**config.mk**
```make
export PLATFORM = sky130hd
export DESIGN_NAME = sha256_msg_padder_flat
export DESIGN_NICKNAME = d
export VERILOG_FILES = /design/src/rtl/sha256_msg_padder_pkg.sv /design/src/rtl/sha256_msg_padder_if.sv /design/src/rtl/sha256_msg_padder_fifo.sv /design/src/rtl/sha256_msg_padder.sv /design/src/flat_wrapper.sv
export SDC_FILE = /design/constraint.sdc
export NUM_CORES = 1
export LEC_CHECK = 0
export BUFFER_PORTS_ARGS = -buffer_cell sky130_fd_sc_hd__buf_4
export CAP_MARGIN = 10
export CORE_ASPECT_RATIO = 1.1
export CORE_UTILIZATION = 58
export CTS_CLUSTER_DIAMETER = 40
export DETAILED_ROUTE_END_ITERATION = 12
export GPL_ROUTABILITY_DRIVEN = 0
export PLACE_DENSITY = 0.83
export SYNTH_ARGS = -nofsm -noshare
export SYNTH_HDL_FRONTEND = slang
export SYNTH_SLANG_ARGS = --single-unit
```
**constraint.sdc**
```tcl
create_clock -name clk -period 3.9 [get_ports clk]
set_clock_uncertainty 0.1 [all_clocks]
set_input_delay 0.39 -clock clk [delete_from_list [all_inputs] [get_ports clk]]
set_output_delay 0.39 -clock clk [all_outputs]
set_load 0.01 [all_outputs]
```
**src/rtl/sha256_msg_padder_pkg.sv**
```systemverilog
`default_nettype none
// +----------------------------------------------------------------------+
// | Module  : sha256_pkg                                                 |
// | Purpose : Shared types, constants and helpers for the SHA-256        |
// |           message padder (state encoding, pad word, block size).     |
// | Revision: 1.0  initial release                                       |
// +----------------------------------------------------------------------+
package sha256_pkg;

   typedef enum logic [2:0] {
      ST_IDLE   = 3'd0,
      ST_FETCH  = 3'd1,
      ST_PAD    = 3'd2,
      ST_ZERO   = 3'd3,
      ST_LEN_HI = 3'd4,
      ST_LEN_LO = 3'd5,
      ST_DRAIN  = 3'd6
   } pad_state_t;

   localparam logic [31:0] PAD_WORD        = 32'h8000_0000;
   localparam int          WORDS_PER_BLOCK = 16;

   // Padded length in words: message + pad word + two length words,
   // rounded up to a whole number of 16-word blocks.
   function automatic logic [32:0] padded_words(input logic [31:0] num_words);
      logic [32:0] n;
      n = {1'b0, num_words} + 33'd3 + 33'(WORDS_PER_BLOCK - 1);
      return {n[32:4], 4'b0000};
   endfunction

endpackage
`default_nettype wire

```
**src/rtl/sha256_msg_padder_if.sv**
```systemverilog
`default_nettype none
// +----------------------------------------------------------------------+
// | Module  : sha256_msg_padder_if                                       |
// | Purpose : Valid/ready word stream carrying the padded message and    |
// |           its block / message boundary flags.                        |
// | Revision: 1.0  initial release                                       |
// +----------------------------------------------------------------------+
interface sha256_msg_padder_if #(
   parameter int ADDR_W = 16
) ();
   logic              out_valid;
   logic              out_ready;
   logic [31:0]       out_data;
   logic              out_blk_last;
   logic              out_msg_last;
   logic [ADDR_W-1:0] out_blk_idx;

   modport master (
      output out_valid, out_data, out_blk_last, out_msg_last, out_blk_idx,
      input  out_ready
   );

   modport slave (
      input  out_valid, out_data, out_blk_last, out_msg_last, out_blk_idx,
      output out_ready
   );
endinterface
`default_nettype wire

```
**src/rtl/sha256_msg_padder_fifo.sv**
```systemverilog
`default_nettype none
// +----------------------------------------------------------------------+
// | Module  : sha256_word_fifo                                           |
// | Purpose : Small synchronous FIFO for padded words plus their flags.  |
// |           Push while full is accepted only together with a pop.      |
// | Revision: 1.0  initial release                                       |
// +----------------------------------------------------------------------+
module sha256_word_fifo #(
   parameter  int DEPTH = 2,
   parameter  int WIDTH = 34,
   localparam int PTR_W = (DEPTH > 1) ? $clog2(DEPTH) : 1,
   localparam int CNT_W = $clog2(DEPTH + 1)
) (
   input  wire logic             clk,
   input  wire logic             reset_n,
   input  wire logic             push,
   input  wire logic [WIDTH-1:0] push_data,
   input  wire logic             pop,
   output logic      [WIDTH-1:0] pop_data,
   output logic                  full,
   output logic                  empty,
   output logic      [CNT_W-1:0] count
);

   logic [WIDTH-1:0] mem_q [DEPTH];
   logic [WIDTH-1:0] mem_d [DEPTH];
   logic [PTR_W-1:0] wr_ptr_q, wr_ptr_d;
   logic [PTR_W-1:0] rd_ptr_q, rd_ptr_d;
   logic [CNT_W-1:0] count_q, count_d;
   logic             do_push, do_pop;

   // Pointer, storage and occupancy update for one push and/or pop.
   always_comb begin
      mem_d    = mem_q;
      wr_ptr_d = wr_ptr_q;
      rd_ptr_d = rd_ptr_q;
      count_d  = count_q;
      do_pop   = pop && (count_q != '0);
      do_push  = push && ((count_q != CNT_W'(DEPTH)) || do_pop);
      if (do_push) begin
         mem_d[wr_ptr_q] = push_data;
         wr_ptr_d = (wr_ptr_q == PTR_W'(DEPTH - 1)) ? '0 : wr_ptr_q + 1'b1;
      end
      if (do_pop) begin
         rd_ptr_d = (rd_ptr_q == PTR_W'(DEPTH - 1)) ? '0 : rd_ptr_q + 1'b1;
      end
      if (do_push && !do_pop) begin
         count_d = count_q + 1'b1;
      end else if (!do_push && do_pop) begin
         count_d = count_q - 1'b1;
      end
   end

   // FIFO state registers; reset empties the buffer.
   always_ff @(posedge clk or negedge reset_n) begin
      if (!reset_n) begin
         mem_q    <= '{default: '0};
         wr_ptr_q <= '0;
         rd_ptr_q <= '0;
         count_q  <= '0;
      end else begin
         mem_q    <= mem_d;
         wr_ptr_q <= wr_ptr_d;
         rd_ptr_q <= rd_ptr_d;
         count_q  <= count_d;
      end
   end

   assign pop_data = mem_q[rd_ptr_q];
   assign full     = (count_q == CNT_W'(DEPTH));
   assign empty    = (count_q == '0);
   assign count    = count_q;

endmodule
`default_nettype wire

```
**src/rtl/sha256_msg_padder.sv**
```systemverilog
`default_nettype none
// +----------------------------------------------------------------------+
// | Module  : sha256_msg_padder                                          |
// | Purpose : Reads a message from word memory, appends SHA-256 padding  |
// |           (0x80000000, zeros, 64-bit bit length) and streams the     |
// |           result with block / message boundary flags.                |
// | Options : SHA256_PAD_BYTE_SWAP_EN - byte-reverse memory words        |
// |           (little-endian image); padding/length never swapped.       |
// | Revision: 1.0  initial release                                       |
// +----------------------------------------------------------------------+
module sha256_msg_padder
   import sha256_pkg::*;
#(
   parameter int ADDR_W    = 16,
   parameter int BUF_DEPTH = 2
) (
   input  wire logic              clk,
   input  wire logic              reset_n,
   input  wire logic              start,
   input  wire logic [ADDR_W-1:0] message_addr,
   input  wire logic [ADDR_W-1:0] num_words,
   output logic                   busy,
   output logic                   mem_clk,
   output logic                   mem_we,
   output logic      [ADDR_W-1:0] mem_addr,
   input  wire logic [31:0]       mem_read_data,
   sha256_msg_padder_if.master    out_if
);

   localparam int CNT_W  = ADDR_W + 1;
   localparam int FIFO_W = 34;
   localparam int FCNT_W = $clog2(BUF_DEPTH + 1);

   pad_state_t        state_q, state_d;
   logic [ADDR_W-1:0] base_q, base_d;
   logic [ADDR_W-1:0] nwords_q, nwords_d;
   logic [ADDR_W-1:0] blk_idx_q, blk_idx_d;
   logic [CNT_W-1:0]  read_cnt_q, read_cnt_d;
   logic [CNT_W-1:0]  push_idx_q, push_idx_d;
   logic [CNT_W-1:0]  total_q, total_d;
   logic              inflight_q, inflight_d;

   logic [FCNT_W-1:0] fifo_count;
   logic              fifo_empty, fifo_full;
   logic              fifo_push, fifo_pop;
   logic [FIFO_W-1:0] fifo_din, fifo_dout;
   logic [31:0]       push_word, mem_word;
   logic [63:0]       bit_len;
   logic              room_rd, room_pad;

`ifdef SHA256_PAD_BYTE_SWAP_EN
   assign mem_word = {mem_read_data[7:0], mem_read_data[15:8],
                      mem_read_data[23:16], mem_read_data[31:24]};
`else
   assign mem_word = mem_read_data;
`endif

   assign bit_len = {{(64 - ADDR_W - 5){1'b0}}, nwords_q, 5'b00000};

   // Sequencing: read issue, ordered buffer pushes and block index tracking.
   always_comb begin
      state_d    = state_q;
      base_d     = base_q;
      nwords_d   = nwords_q;
      read_cnt_d = read_cnt_q;
      push_idx_d = push_idx_q;
      total_d    = total_q;
      blk_idx_d  = blk_idx_q;
      inflight_d = 1'b0;
      fifo_push  = 1'b0;
      push_word  = '0;
      fifo_pop   = !fifo_empty && out_if.out_ready;
      // A word leaving this cycle frees a slot for the next issue/push.
      room_rd    = ((int'(fifo_count) + int'(inflight_q)) < BUF_DEPTH) || fifo_pop;
      // Padding waits until the last memory word has landed.
      room_pad   = !inflight_q && (!fifo_full || fifo_pop);

      if (inflight_q) begin
         fifo_push = 1'b1;
         push_word = mem_word;
      end

      case (state_q)
         ST_IDLE: begin
            if (start) begin
               base_d     = message_addr;
               nwords_d   = num_words;
               read_cnt_d = '0;
               push_idx_d = '0;
               blk_idx_d  = '0;
               total_d    = CNT_W'(padded_words(32'(num_words)));
               state_d    = (num_words == '0) ? ST_PAD : ST_FETCH;
            end
         end
         ST_FETCH: begin
            if (room_rd) begin
               inflight_d = 1'b1;
               read_cnt_d = read_cnt_q + 1'b1;
               if (read_cnt_q + 1'b1 == {1'b0, nwords_q}) state_d = ST_PAD;
            end
         end
         ST_PAD: begin
            if (room_pad) begin
               fifo_push = 1'b1;
               push_word = PAD_WORD;
               state_d   = (push_idx_q + 1'b1 == total_q - 2'd2) ? ST_LEN_HI : ST_ZERO;
            end
         end
         ST_ZERO: begin
            if (room_pad) begin
               fifo_push = 1'b1;
               if (push_idx_q + 1'b1 == total_q - 2'd2) state_d = ST_LEN_HI;
            end
         end
         ST_LEN_HI: begin
            if (room_pad) begin
               fifo_push = 1'b1;
               push_word = bit_len[63:32];
               state_d   = ST_LEN_LO;
            end
         end
         ST_LEN_LO: begin
            if (room_pad) begin
               fifo_push = 1'b1;
               push_word = bit_len[31:0];
               state_d   = ST_DRAIN;
            end
         end
         ST_DRAIN: begin
            if (fifo_pop && fifo_dout[33]) state_d = ST_IDLE;
         end
         default: state_d = ST_IDLE;
      endcase

      if (fifo_push) push_idx_d = push_idx_q + 1'b1;
      if (fifo_pop && fifo_dout[32]) blk_idx_d = blk_idx_q + 1'b1;
   end

   // Control registers; reset discards any read still in flight.
   always_ff @(posedge clk or negedge reset_n) begin
      if (!reset_n) begin
         state_q    <= ST_IDLE;
         base_q     <= '0;
         nwords_q   <= '0;
         blk_idx_q  <= '0;
         read_cnt_q <= '0;
         push_idx_q <= '0;
         total_q    <= '0;
         inflight_q <= 1'b0;
      end else begin
         state_q    <= state_d;
         base_q     <= base_d;
         nwords_q   <= nwords_d;
         blk_idx_q  <= blk_idx_d;
         read_cnt_q <= read_cnt_d;
         push_idx_q <= push_idx_d;
         total_q    <= total_d;
         inflight_q <= inflight_d;
      end
   end

   assign fifo_din = {(push_idx_q == total_q - 1'b1),
                      (push_idx_q[3:0] == 4'(WORDS_PER_BLOCK - 1)),
                      push_word};

   sha256_word_fifo #(
      .DEPTH (BUF_DEPTH),
      .WIDTH (FIFO_W)
   ) u_fifo (
      .clk       (clk),
      .reset_n   (reset_n),
      .push      (fifo_push),
      .push_data (fifo_din),
      .pop       (fifo_pop),
      .pop_data  (fifo_dout),
      .full      (fifo_full),
      .empty     (fifo_empty),
      .count     (fifo_count)
   );

   assign out_if.out_valid    = !fifo_empty;
   assign out_if.out_data     = fifo_empty ? '0 : fifo_dout[31:0];
   assign out_if.out_blk_last = !fifo_empty && fifo_dout[32];
   assign out_if.out_msg_last = !fifo_empty && fifo_dout[33];
   assign out_if.out_blk_idx  = blk_idx_q;

   assign busy     = (state_q != ST_IDLE);
   assign mem_clk  = clk;
   assign mem_we   = 1'b0;
   assign mem_addr = base_q + read_cnt_q[ADDR_W-1:0];

endmodule
`default_nettype wire
```
**src/flat_wrapper.sv**
```systemverilog
// flat-port wrapper written by rule: the top's interface ports become plain ports
module sha256_msg_padder_flat import sha256_pkg::*;
#(
   parameter int ADDR_W    = 16,
   parameter int BUF_DEPTH = 2
)
  (clk, reset_n, start, message_addr, num_words, busy, mem_clk, mem_we, mem_addr, mem_read_data, out_if_out_valid, out_if_out_data, out_if_out_blk_last, out_if_out_msg_last, out_if_out_blk_idx, out_if_out_ready);
  sha256_msg_padder_if #(.ADDR_W(ADDR_W)) out_if_i ();
  input  wire logic clk;
  input  wire logic reset_n;
  input  wire logic start;
  input  wire logic [ADDR_W-1:0] message_addr;
  input  wire logic [ADDR_W-1:0] num_words;
  output logic busy;
  output logic mem_clk;
  output logic mem_we;
  output logic      [ADDR_W-1:0] mem_addr;
  input  wire logic [31:0] mem_read_data;
  output wire logic [$bits(out_if_i.out_valid)-1:0] out_if_out_valid;
  output wire logic [$bits(out_if_i.out_data)-1:0] out_if_out_data;
  output wire logic [$bits(out_if_i.out_blk_last)-1:0] out_if_out_blk_last;
  output wire logic [$bits(out_if_i.out_msg_last)-1:0] out_if_out_msg_last;
  output wire logic [$bits(out_if_i.out_blk_idx)-1:0] out_if_out_blk_idx;
  input wire logic [$bits(out_if_i.out_ready)-1:0] out_if_out_ready;
  assign out_if_out_valid = out_if_i.out_valid;
  assign out_if_out_data = out_if_i.out_data;
  assign out_if_out_blk_last = out_if_i.out_blk_last;
  assign out_if_out_msg_last = out_if_i.out_msg_last;
  assign out_if_out_blk_idx = out_if_i.out_blk_idx;
  assign out_if_i.out_ready = out_if_out_ready;
  sha256_msg_padder #(.ADDR_W(ADDR_W), .BUF_DEPTH(BUF_DEPTH)) u_core (.clk(clk), .reset_n(reset_n), .start(start), .message_addr(message_addr), .num_words(num_words), .busy(busy), .mem_clk(mem_clk), .mem_we(mem_we), .mem_addr(mem_addr), .mem_read_data(mem_read_data), .out_if(out_if_i));
endmodule
```
==> run metrics, run 1 <==
status complete, no violations; vias after detailed routing 8826; Reg clk slew, reported paths 0.07 ns; r2r setup slk 0.92 ns; fin. max-slew vios 0; Post-synth EDFFs 0; Final setup viols 0; Top FF cell, synth dfrtp_1; final hold violations 0; initial antenna violation count 0; IO Pins 138; Rel. slew slack 0.284; area grow syn2layout 21.4%; share of post-route cells with drive strength above 1 0.166; Worst setup SP type flop; hold path start num_words[7]; R2R depth 10; RSZ-0062 raised after global routing yes; #FFs+latches synth 171; fin util 0.723; vias per cell 5.91; pre-CTS setup slack 0.449 ns; fmax 263 MHz; later-pin clock latency in the skew report 0.55 ns; largest net degree at the start of global routing 118; Worst R2R Start u_core.read_cnt_q[0]; sequential area share after synthesis 0.437; Crit path arrival time 3.31 ns; Setup crit end kind output pin; syn avg cell area 8.56 sq um; DRC viols 0; Die Height 138 um; Slew @ Worst Pin 1.07 ns; period utilisation layout 0.974; Post-Layout Cell Count 1494; DRT Wirelength 25500 um; Distinct cells, synth 60; Worst Hold Path EP u_core.nwords_q[7]; post-route ant nets 0; placed cell count 1430; starting density of the core 0.595; Pleak 0.00551 uW; Site Rows 49; Die Wd 126 um; PwrDens 733 mW/mm^2; CP Data Required Time 3.41 ns; RR Endpoint u_core.state_q[0]; Post-DP Area 0.0109 sq mm; gr usage total 0.306; ys async rst share 1.00; CORE AREA 0.0164 sq mm; MaxCap Viol Count 0; PortBufs 136; drt pass-1 iters 6; Detail Placement HPWL 17000 um; Post-Syn Nets 1233; final instance area 0.0119 sq mm; first-pass GRT wire length 42100 um; die area 0.0174 sq mm; minimum clock period after layout 3.80 ns; CTS tree built; Setup Crit Path Kind reg2out; vias in the first global route 8618; Warnings, synthesis 0; Post-Syn Instances 1143; worst vdd ir 512 uV; hold path depth 3; Crit Path Max Fanout 13; Antenna Cells 0; wire length per cell 17.0 um; mapped cell area 0.00978 sq mm; DR iter-0 viols 705; gr ovfl total 0; post-route setup slack 0.102 ns; nets 1367; HP Class in2reg
## final cells by class
type                       count  area [sq um]
multi-input combinational    888          5200
tap                          204           255
fill                        1236          4560
clock buffer                  24           539
clock inverter                12           104
timing repair buffer         178          1430
sequential                   171          4280
inverter                      17          63.8
## cell usage after synthesis, types with 9 or more instances
cell	count	area, sq um
nor2_1	97	364
xnor2_1	53	464
nor3_1	17	85.1
inv_1	17	63.8
and2_1	10	62.6
and3_1	13	81.3
o21a_1	10	75.1
nand4_1	14	87.6
dfrtp_1	171	4280
xor2_1	29	254
ha_1	21	263
nand2_1	247	927
nand3_1	48	240
a21oi_1	10	50.1
clkbuf_1	51	191
a22oi_1	16	120
o31ai_1	17	128
o21ai_0	146	731
buf_2	9	45.0
nor2b_1	10	62.6
mux2i_1	39	390
## critical path, stage by stage, from the launching register on
cell and delay, ns:
dfrtp_2 0.50, ha_1 0.38, o21a_1 0.21, a211oi_2 0.30, o2111ai_1 0.25, a31oi_1 0.31, nor2_1 0.07, o21a_1 0.20
o41ai_2 0.24, xnor2_1 0.17, buf_4 0.14
## cells by family after synthesis
family,count (synthesis),synth area share
DFF,171,0.437
xor gates and xnor gates,84,0.0781
buffers and inverters,84,0.0349
and+or+nand+nor,499,0.231
muxes,42,0.0433
other,1,0.000383
adders and majority gates,22,0.0289
AOI/OAI and AO/OA,240,0.146
## state kept, by name, indices dropped and copies added, names as in the netlist
signal	cells
u_core.u_fifo.rd_ptr_q	1
u_core.read_cnt_q	17
u_core.u_fifo.wr_ptr_q	1
u_core.push_idx_q	17
u_core.base_q	16
u_core.nwords_q	16
u_core.out_if.out_blk_idx	16
u_core.u_fifo.mem_q	68
u_core.state_q	3
u_core.inflight_q	1
u_core.total_q	13
u_core.u_fifo.count	2
## how the worst max path moves through the flow
stage	from	to	slack, ns	depth (start not counted)
final	u_core.read_cnt_q[2]	mem_addr[15]	0.10	10
after global routing	u_core.read_cnt_q[1]	mem_addr[15]	-0.06	10
after CTS	u_core.read_cnt_q[0]	mem_addr[14]	0.005	13
after detailed placement	u_core.read_cnt_q[0]	mem_addr[14]	0.45	13
after global placement	u_core.read_cnt_q[0]	mem_addr[14]	0.57	13
after floorplan	u_core.read_cnt_q[0]	mem_addr[14]	0.88	11
## metrics by stage
step	total power [uW]	setup TNS [ns]	hold WS, ns
floorplan	5510	0	-0.00559
global placement	6670	0	0.360
detailed placement	6810	0	0.368
CTS	8680	0	0.00119
global route	9290	-0.0727	0.0112
finish	8700	0	0.0119
## placed cells by master, fill, tap and decap left out, drive strengths merged, types with 6 or more instances in the layout
master | Yosys | final
nand2 | 247 | 247
dfrtp | 171 | 171
buf | 16 | 152
o21ai | 146 | 146
nor2 | 97 | 97
xnor2 | 53 | 53
nand3 | 48 | 48
mux2i | 39 | 39
xor2 | 29 | 29
dlygate4sd3 | 0 | 27
inv | 17 | 25
clkbuf | 51 | 23
ha | 21 | 21
nor3 | 21 | 21
o31ai | 17 | 17
a22oi | 16 | 16
nand4 | 14 | 14
and3 | 13 | 13
nor4 | 12 | 12
o21a | 10 | 10
nor2b | 10 | 10
a21oi | 10 | 10
and2 | 10 | 10
a211oi | 8 | 8
nand2b | 6 | 6
## routing by layer
metal  vias up  part of all wire  global-route usage
met5         -                 0                   0
met4         0             0.038               0.153
met3        72             0.047              0.0519
met2       278              0.51               0.531
met1      4273              0.41               0.369
li1       4203                 -                   -
## where the power goes
group	total [uW]	internal, uW	leakage (uW)	switching (uW)
registers	3000	2390	0.00226	606
logic	3880	1670	0.00293	2210
clock network	1820	1010	0.000314	807
## what timing repair did
item / 4_1_cts / 5_1_grt
hold endpoints to repair: 142 / 0
endpoints found under the setup margin: 2 / 2
setup buffers: 0 / 2
hold buffers: 27 / 0
resized for setup: 3 / 5
pin swaps: 0 / 1
Power figures use the tool's default switching activity.
==> run 2, diff against run 1 <==
--- a/config.mk
+++ b/config.mk
@@ -7,12 +7,14 @@
 export LEC_CHECK = 0
 export BUFFER_PORTS_ARGS = -buffer_cell sky130_fd_sc_hd__buf_4
 export CAP_MARGIN = 10
+export CELL_PAD_IN_SITES_DETAIL_PLACEMENT = 0
+export CELL_PAD_IN_SITES_GLOBAL_PLACEMENT = 2
 export CORE_ASPECT_RATIO = 1.1
-export CORE_UTILIZATION = 58
+export CORE_UTILIZATION = 35
 export CTS_CLUSTER_DIAMETER = 40
 export DETAILED_ROUTE_END_ITERATION = 12
 export GPL_ROUTABILITY_DRIVEN = 0
-export PLACE_DENSITY = 0.83
+export PLACE_DENSITY = 0.82
 export SYNTH_ARGS = -nofsm -noshare
 export SYNTH_HDL_FRONTEND = slang
 export SYNTH_SLANG_ARGS = --single-unit
==> run 2 against run 1 <==
Net effect:
- sequential share of layout area is 0.77 points lower
- critical path depth stayed put
- via count is 5.1% lower
- largest cell class unchanged
- count of clock-buffer cells in the layout is 3 lower
- non-clock buffer count is 6 higher
- first-iteration DRC count is 33% lower
==> run metrics, run 2 (same netlist as run 1, synthesis figures left out) <==
status complete, no violations; worst vdd ir 404 uV (-21%); Gate power share 0.441 (-0.005); Crit Path Max Fanout 7 (-6); fmax 270 MHz (+2.5%); Post-DP Area 0.0112 sq mm (+2.1%); Site Rows 63 (+29%); starting density of the core 0.360 (-0.236); final hold violations 0 (unchanged); initial antenna violation count 0 (unchanged); RSZ-0062 raised after global routing no; Detail Placement HPWL 19300 um (+13%); later-pin clock latency in the skew report 0.55 ns (about the same); Cell Chain, Critical Path ha_1 > a211o_1 > a211oi_2 > o2111ai_1 > a31oi_1 > nor2_1 > o21a_1 > o41ai_2 > xnor2_1 > buf_4; sw power 3660 uW (+1.3%); gr usage total 0.198 (-0.108); commonest non-fill, non-tap cells in the layout 245 x nand2_1, 169 x dfrtp_1, 156 x buf_4; Setup crit end kind output pin; final instance area 0.0121 sq mm (+2.1%); die area 0.0286 sq mm (+65%); minimum clock period after layout 3.71 ns (-0.0919 ns); Pleak 0.00555 uW (+0.66%); CP Data Required Time 3.41 ns (about the same); Slew @ Worst Pin 1.06 ns (-0.0104 ns); multi-input logic area 0.00520 sq mm (about the same); Top reg by flops u_core.u_fifo.mem_q; DRC viols 0 (unchanged); share of post-route cells with drive strength above 1 0.170 (+0.00386); maximum cell stage delay along the critical path 0.45 ns (-0.05 ns); drt pass-1 iters 4 (-2); setup TNS 0 ns (unchanged); Crit path arrival time 3.22 ns (-0.09 ns); wire length per cell 16.3 um (-4.2%); PwrDens 719 mW/mm^2 (-1.8%); filler cell count 2769 (+120%); largest net degree at the start of global routing 95 (-19%); most common cell after layout, fill and taps aside nand2_1; biggest regs u_core.u_fifo.mem_q: 68 flops, u_core.push_idx_q: 17 flops, u_core.read_cnt_q: 17 flops; MaxCap Viol Count 0 (unchanged); Worst setup SP type flop; area grow syn2layout 24.0%; vias per cell 5.07 (-14%); first-pass GRT wire length 44500 um (+5.7%); sequential share of power 0.340 (-0.005); period utilisation layout 0.950 (-0.0236); post-route setup slack 0.194 ns (+0.0919 ns); Rel. slew slack 0.288 (+0.00430); total power 8730 uW (+0.31%); PortBufs 136 (unchanged); DRT Wirelength 27000 um (+6.0%); fin. max-slew vios 0 (unchanged); Clock power frac 0.219 (+0.010); pre-CTS setup slack 0.564 ns (+0.116 ns); Die Wd 161 um (+28%); gr ovfl total 0 (unchanged); Reg area 0.00428 sq mm (about the same); Reg clk slew, reported paths 0.08 ns (about the same); Sw Ratio 0.420 (+0.00392); max reg flops 68 (unchanged); Hold Slack 0.0201 ns (+0.00815 ns); Antenna Cells 0 (unchanged); vias after detailed routing 8376 (-5.1%); DR iter-0 viols 473 (-33%); CORE AREA 0.0272 sq mm (+66%); IO Pins 138 (unchanged); nets 1373 (+0.44%); slowest cell on the critical path dfrtp_2; HP Class in2reg; vias in the first global route 8446 (-2.0%); post-CTS setup buffers 0 (unchanged); Final setup viols 0 (unchanged); Setup Crit Path Kind reg2out; Die Height 177 um (+28%); Internal 5060 uW (-0.37%); post-route ant nets 0 (unchanged); CTS tree built
==> run 2: cell types whose count changed in the layout (fill, tap and decap cells not counted), sizes merged <==
cell,change
clkbuf,-3
buf,+5
dlygate4sd3,+1
clkinv,+4
clkinvlp,-1
==> run 2: path summary, 6_finish.rpt <==
check                                         from                      end  slack (ns)  cells after the start
max                           u_core.read_cnt_q[1]             mem_addr[15]        0.19                     10
min                              mem_read_data[27]  u_core.u_fifo.mem_q[27]        0.02                      3
max reg2reg                   u_core.read_cnt_q[0]        u_core.state_q[0]        0.76                     10
min reg2reg                u_core.u_fifo.mem_q[11]  u_core.u_fifo.mem_q[11]        0.38                      2
max in group asynchronous                  reset_n  u_core.u_fifo.mem_q[12]        2.27                      3
min in group asynchronous                  reset_n  u_core.u_fifo.mem_q[26]        0.43                      2
==> run 2: metrics by stage <==
step / cells / util
final: 1653 / 0.446
after detailed placement: 1590 / 0.410
after global routing: 1653 / 0.446
after CTS: 1651 / 0.445
after global placement: 1590 / 0.410
after floorplan: 1143 / -
==> run 2: layout make-up <==
| class | instances | share of cell area |
|---|---|---|
| flip-flops and latches | 171 | 0.353 |
| well taps | 357 | 0.0368 |
| clock buffers | 21 | 0.0419 |
| multi-input cells | 888 | 0.429 |
| repair buffers | 184 | 0.120 |
| clock inverters | 15 | 0.0143 |
| inverters | 17 | 0.00526 |
==> run 2: metal layers <==
metal,wire [um],vias up,share of wire,track usage
li1,-,4233,-,-
met1,12400,3983,0.46,0.255
met2,13100,127,0.48,0.333
met3,1010,33,0.037,0.0362
met4,533,0,0.020,0.0696
met5,0,-,0,0
==> run 2: worst max-delay path: cells and delay by family (launching register included) <==
family,cells,cell delay (ns)
xor gates and xnor gates,1,0.16
AOI/OAI and AO/OA,6,1.53
DFF,1,0.45
buffers and inverters,1,0.14
adders and majority gates,1,0.31
and+or+nand+nor,1,0.07
==> run 2: timing repair <==
action                                  CTS  global route
gates cloned                              0             0
gates resized for setup                   1             6
endpoints found under the setup margin    1             2
pin swaps                                 0             1
hold buffers                             26             2
hold endpoints to repair                116             2
==> run 2: power by group through the flow <==
stage,registers [uW],logic [uW],clock network (uW)
floorplan,2770,2720,21.1
global placement,3000,3850,21.1
detailed placement,3010,3870,21.1
CTS,2980,3920,1960
global route,3060,4370,2020
finish,2960,3850,1910
==> run 3, diff against run 2 <==
==> constraint.sdc (replaced) <==
create_clock -name clk -period 3.9 [get_ports clk]
set_clock_uncertainty 0.1 [all_clocks]
set_input_delay 0.39 -clock clk [delete_from_list [all_inputs] [get_ports clk]]
set_output_delay 0.39 -clock clk [all_outputs]
set_load 0.05 [all_outputs]
==> run 3 against run 2 <==
Net effect:
- global-route usage increased by 0.20 points
- final cell count about the same
- largest power group unchanged
- count of clock-buffer cells in the layout is the same
- sequential share of layout area fell by 0.11 points
- critical path type unchanged
- utilization increased by 0.14 points
- routed wire length increased by 0.92%
- highest routed layer unchanged
==> run metrics, run 3 (same netlist as run 1, synthesis figures left out) <==
drt pass-1 iters 5 (+1); CP Data Required Time 3.41 ns (about the same); DR iter-0 viols 494 (+4.4%); Post-Layout Cell Count 1652 (-0.060%); filler cell count 2740 (-1.0%); biggest regs u_core.u_fifo.mem_q: 68 flops, u_core.push_idx_q: 17 flops, u_core.read_cnt_q: 17 flops; final instance area 0.0122 sq mm (+0.31%); Detail Placement HPWL 19300 um (+0.13%); Final setup viols 0 (unchanged); fmax 267 MHz (-0.97%); share of post-route cells with drive strength above 1 0.168 (-0.00141); Die Height 177 um (unchanged); most common cell after layout, fill and taps aside nand2_1; vias per cell 5.05 (-0.31%); Pleak 0.00556 uW (+0.21%); PortBufs 136 (unchanged); Crit Path Max Fanout 7 (unchanged); Setup crit end kind output pin; worst vdd ir 491 uV (+21%); IO Pins 138 (unchanged); final hold violations 0 (unchanged); MaxCap Viol Count 0 (unchanged); period utilisation layout 0.960 (+0.00935); Setup Crit Path Kind reg2out; nets 1372 (-0.073%); CORE AREA 0.0272 sq mm (unchanged); PwrDens 803 mW/mm^2 (+12%); setup TNS 0 ns (unchanged); wire length per cell 16.5 um (+0.98%); placed cell count 1586 (-0.25%); Rel. slew slack 0.206 (-0.0822); Antenna Cells 0 (unchanged); Reg clk slew, reported paths 0.08 ns (about the same); Die Wd 161 um (unchanged); vias after detailed routing 8345 (-0.37%); first-pass GRT wire length 45000 um (+1.2%); HP Class in2reg; post-route ant nets 0 (unchanged); gr ovfl total 0 (unchanged); Crit path arrival time 3.25 ns (+0.03 ns); Top reg by flops u_core.u_fifo.mem_q; later-pin clock latency in the skew report 0.55 ns (about the same); Post-DP Area 0.0111 sq mm (about the same); minimum clock period after layout 3.74 ns (+0.0365 ns); fin. max-slew vios 0 (unchanged); max reg flops 68 (unchanged); Worst setup SP type flop; initial antenna violation count 0 (unchanged); Site Rows 63 (unchanged); DRC viols 0 (unchanged); gr usage total 0.200 (+0.00202); Hold Slack 0.0121 ns (-0.00799 ns); area grow syn2layout 24.3%; CTS tree built; vias in the first global route 8349 (-1.1%); Slew @ Worst Pin 1.19 ns (+0.123 ns); die area 0.0286 sq mm (unchanged); largest net degree at the start of global routing 89 (-6.3%); starting density of the core 0.360 (unchanged); status complete, no violations; RSZ-0062 raised after global routing yes; commonest non-fill, non-tap cells in the layout 245 x nand2_1, 169 x dfrtp_1, 151 x buf_4; DRT Wirelength 27200 um (+0.92%)
==> run 3: changes by cell type in the layout (fill, tap and decap cells not counted), moves of 2 or more <==
cell,before,now
buf_4,156,151
buf_12,0,2
dlygate4sd3_1,28,30
clkinv_8,4,6
==> run 3: metrics by stage <==
stage | util | worst slack, ns | total power (uW)
global route | 0.447 | -0.0171 | 10500
floorplan | - | 0.281 | 6490
CTS | 0.446 | 0.000413 | 9900
detailed placement | 0.410 | 0.388 | 7930
finish | 0.447 | 0.157 | 9770
global placement | 0.410 | 0.389 | 7880
==> run 3: area by class of cell <==
class                      count  area [sq um]  share of cell area
inverter                      17          63.8             0.00525
clock buffer                  21           508              0.0418
tap                          357           447              0.0367
sequential                   171          4280               0.352
clock inverter                15           180              0.0148
multi-input combinational    888          5210               0.428
timing repair buffer         183          1480               0.121
==> run 3: worst paths after layout <==
kind | startpoint | end | slack (ns) | depth (start not counted)
min in group asynchronous | reset_n | u_core.u_fifo.mem_q[26] | 0.39 | 2
worst min-delay path | mem_read_data[3] | u_core.u_fifo.mem_q[37] | 0.01 | 3
worst min register to register | u_core.u_fifo.mem_q[12] | u_core.u_fifo.mem_q[12] | 0.38 | 2
worst max register to register | u_core.read_cnt_q[0] | u_core.state_q[0] | 0.95 | 10
max in group asynchronous | reset_n | u_core.u_fifo.mem_q[14] | 2.30 | 3
worst max-delay path | u_core.read_cnt_q[1] | mem_addr[15] | 0.16 | 10
==> run 3: worst max-delay path: stages (launching register included) <==
cell	delay [ns]
dfrtp_2	0.45
ha_1	0.32
a211o_1	0.33
a211oi_2	0.28
o2111ai_1	0.21
a31oi_2	0.26
nor2_1	0.07
o21a_1	0.19
o41ai_2	0.23
xnor2_1	0.16
buf_4	0.22
==> run 3: power by group <==
part	total, uW	switching [uW]	leakage [uW]	internal, uW
clock	1940	932	0.000337	1010
sequential	2970	583	0.00227	2390
combinational	4850	3150	0.00296	1700
total	9770	4670	0.00556	5100
==> run 3: timing repair <==
item | 4_1_cts | 5_1_grt
endpoints found under the hold margin | 114 | 0
hold buffers | 30 | 0
gates cloned | 0 | 0
setup buffers | 0 | 1
endpoints found under the setup margin | 2 | 2
pin swaps | 0 | 1
gates resized for setup | 3 | 5
==> run 3: layer usage <==
layer | part of all wire | track usage
met5 | 0 | 0
met4 | 0.019 | 0.0688
met1 | 0.45 | 0.255
met2 | 0.49 | 0.340
met3 | 0.034 | 0.0367
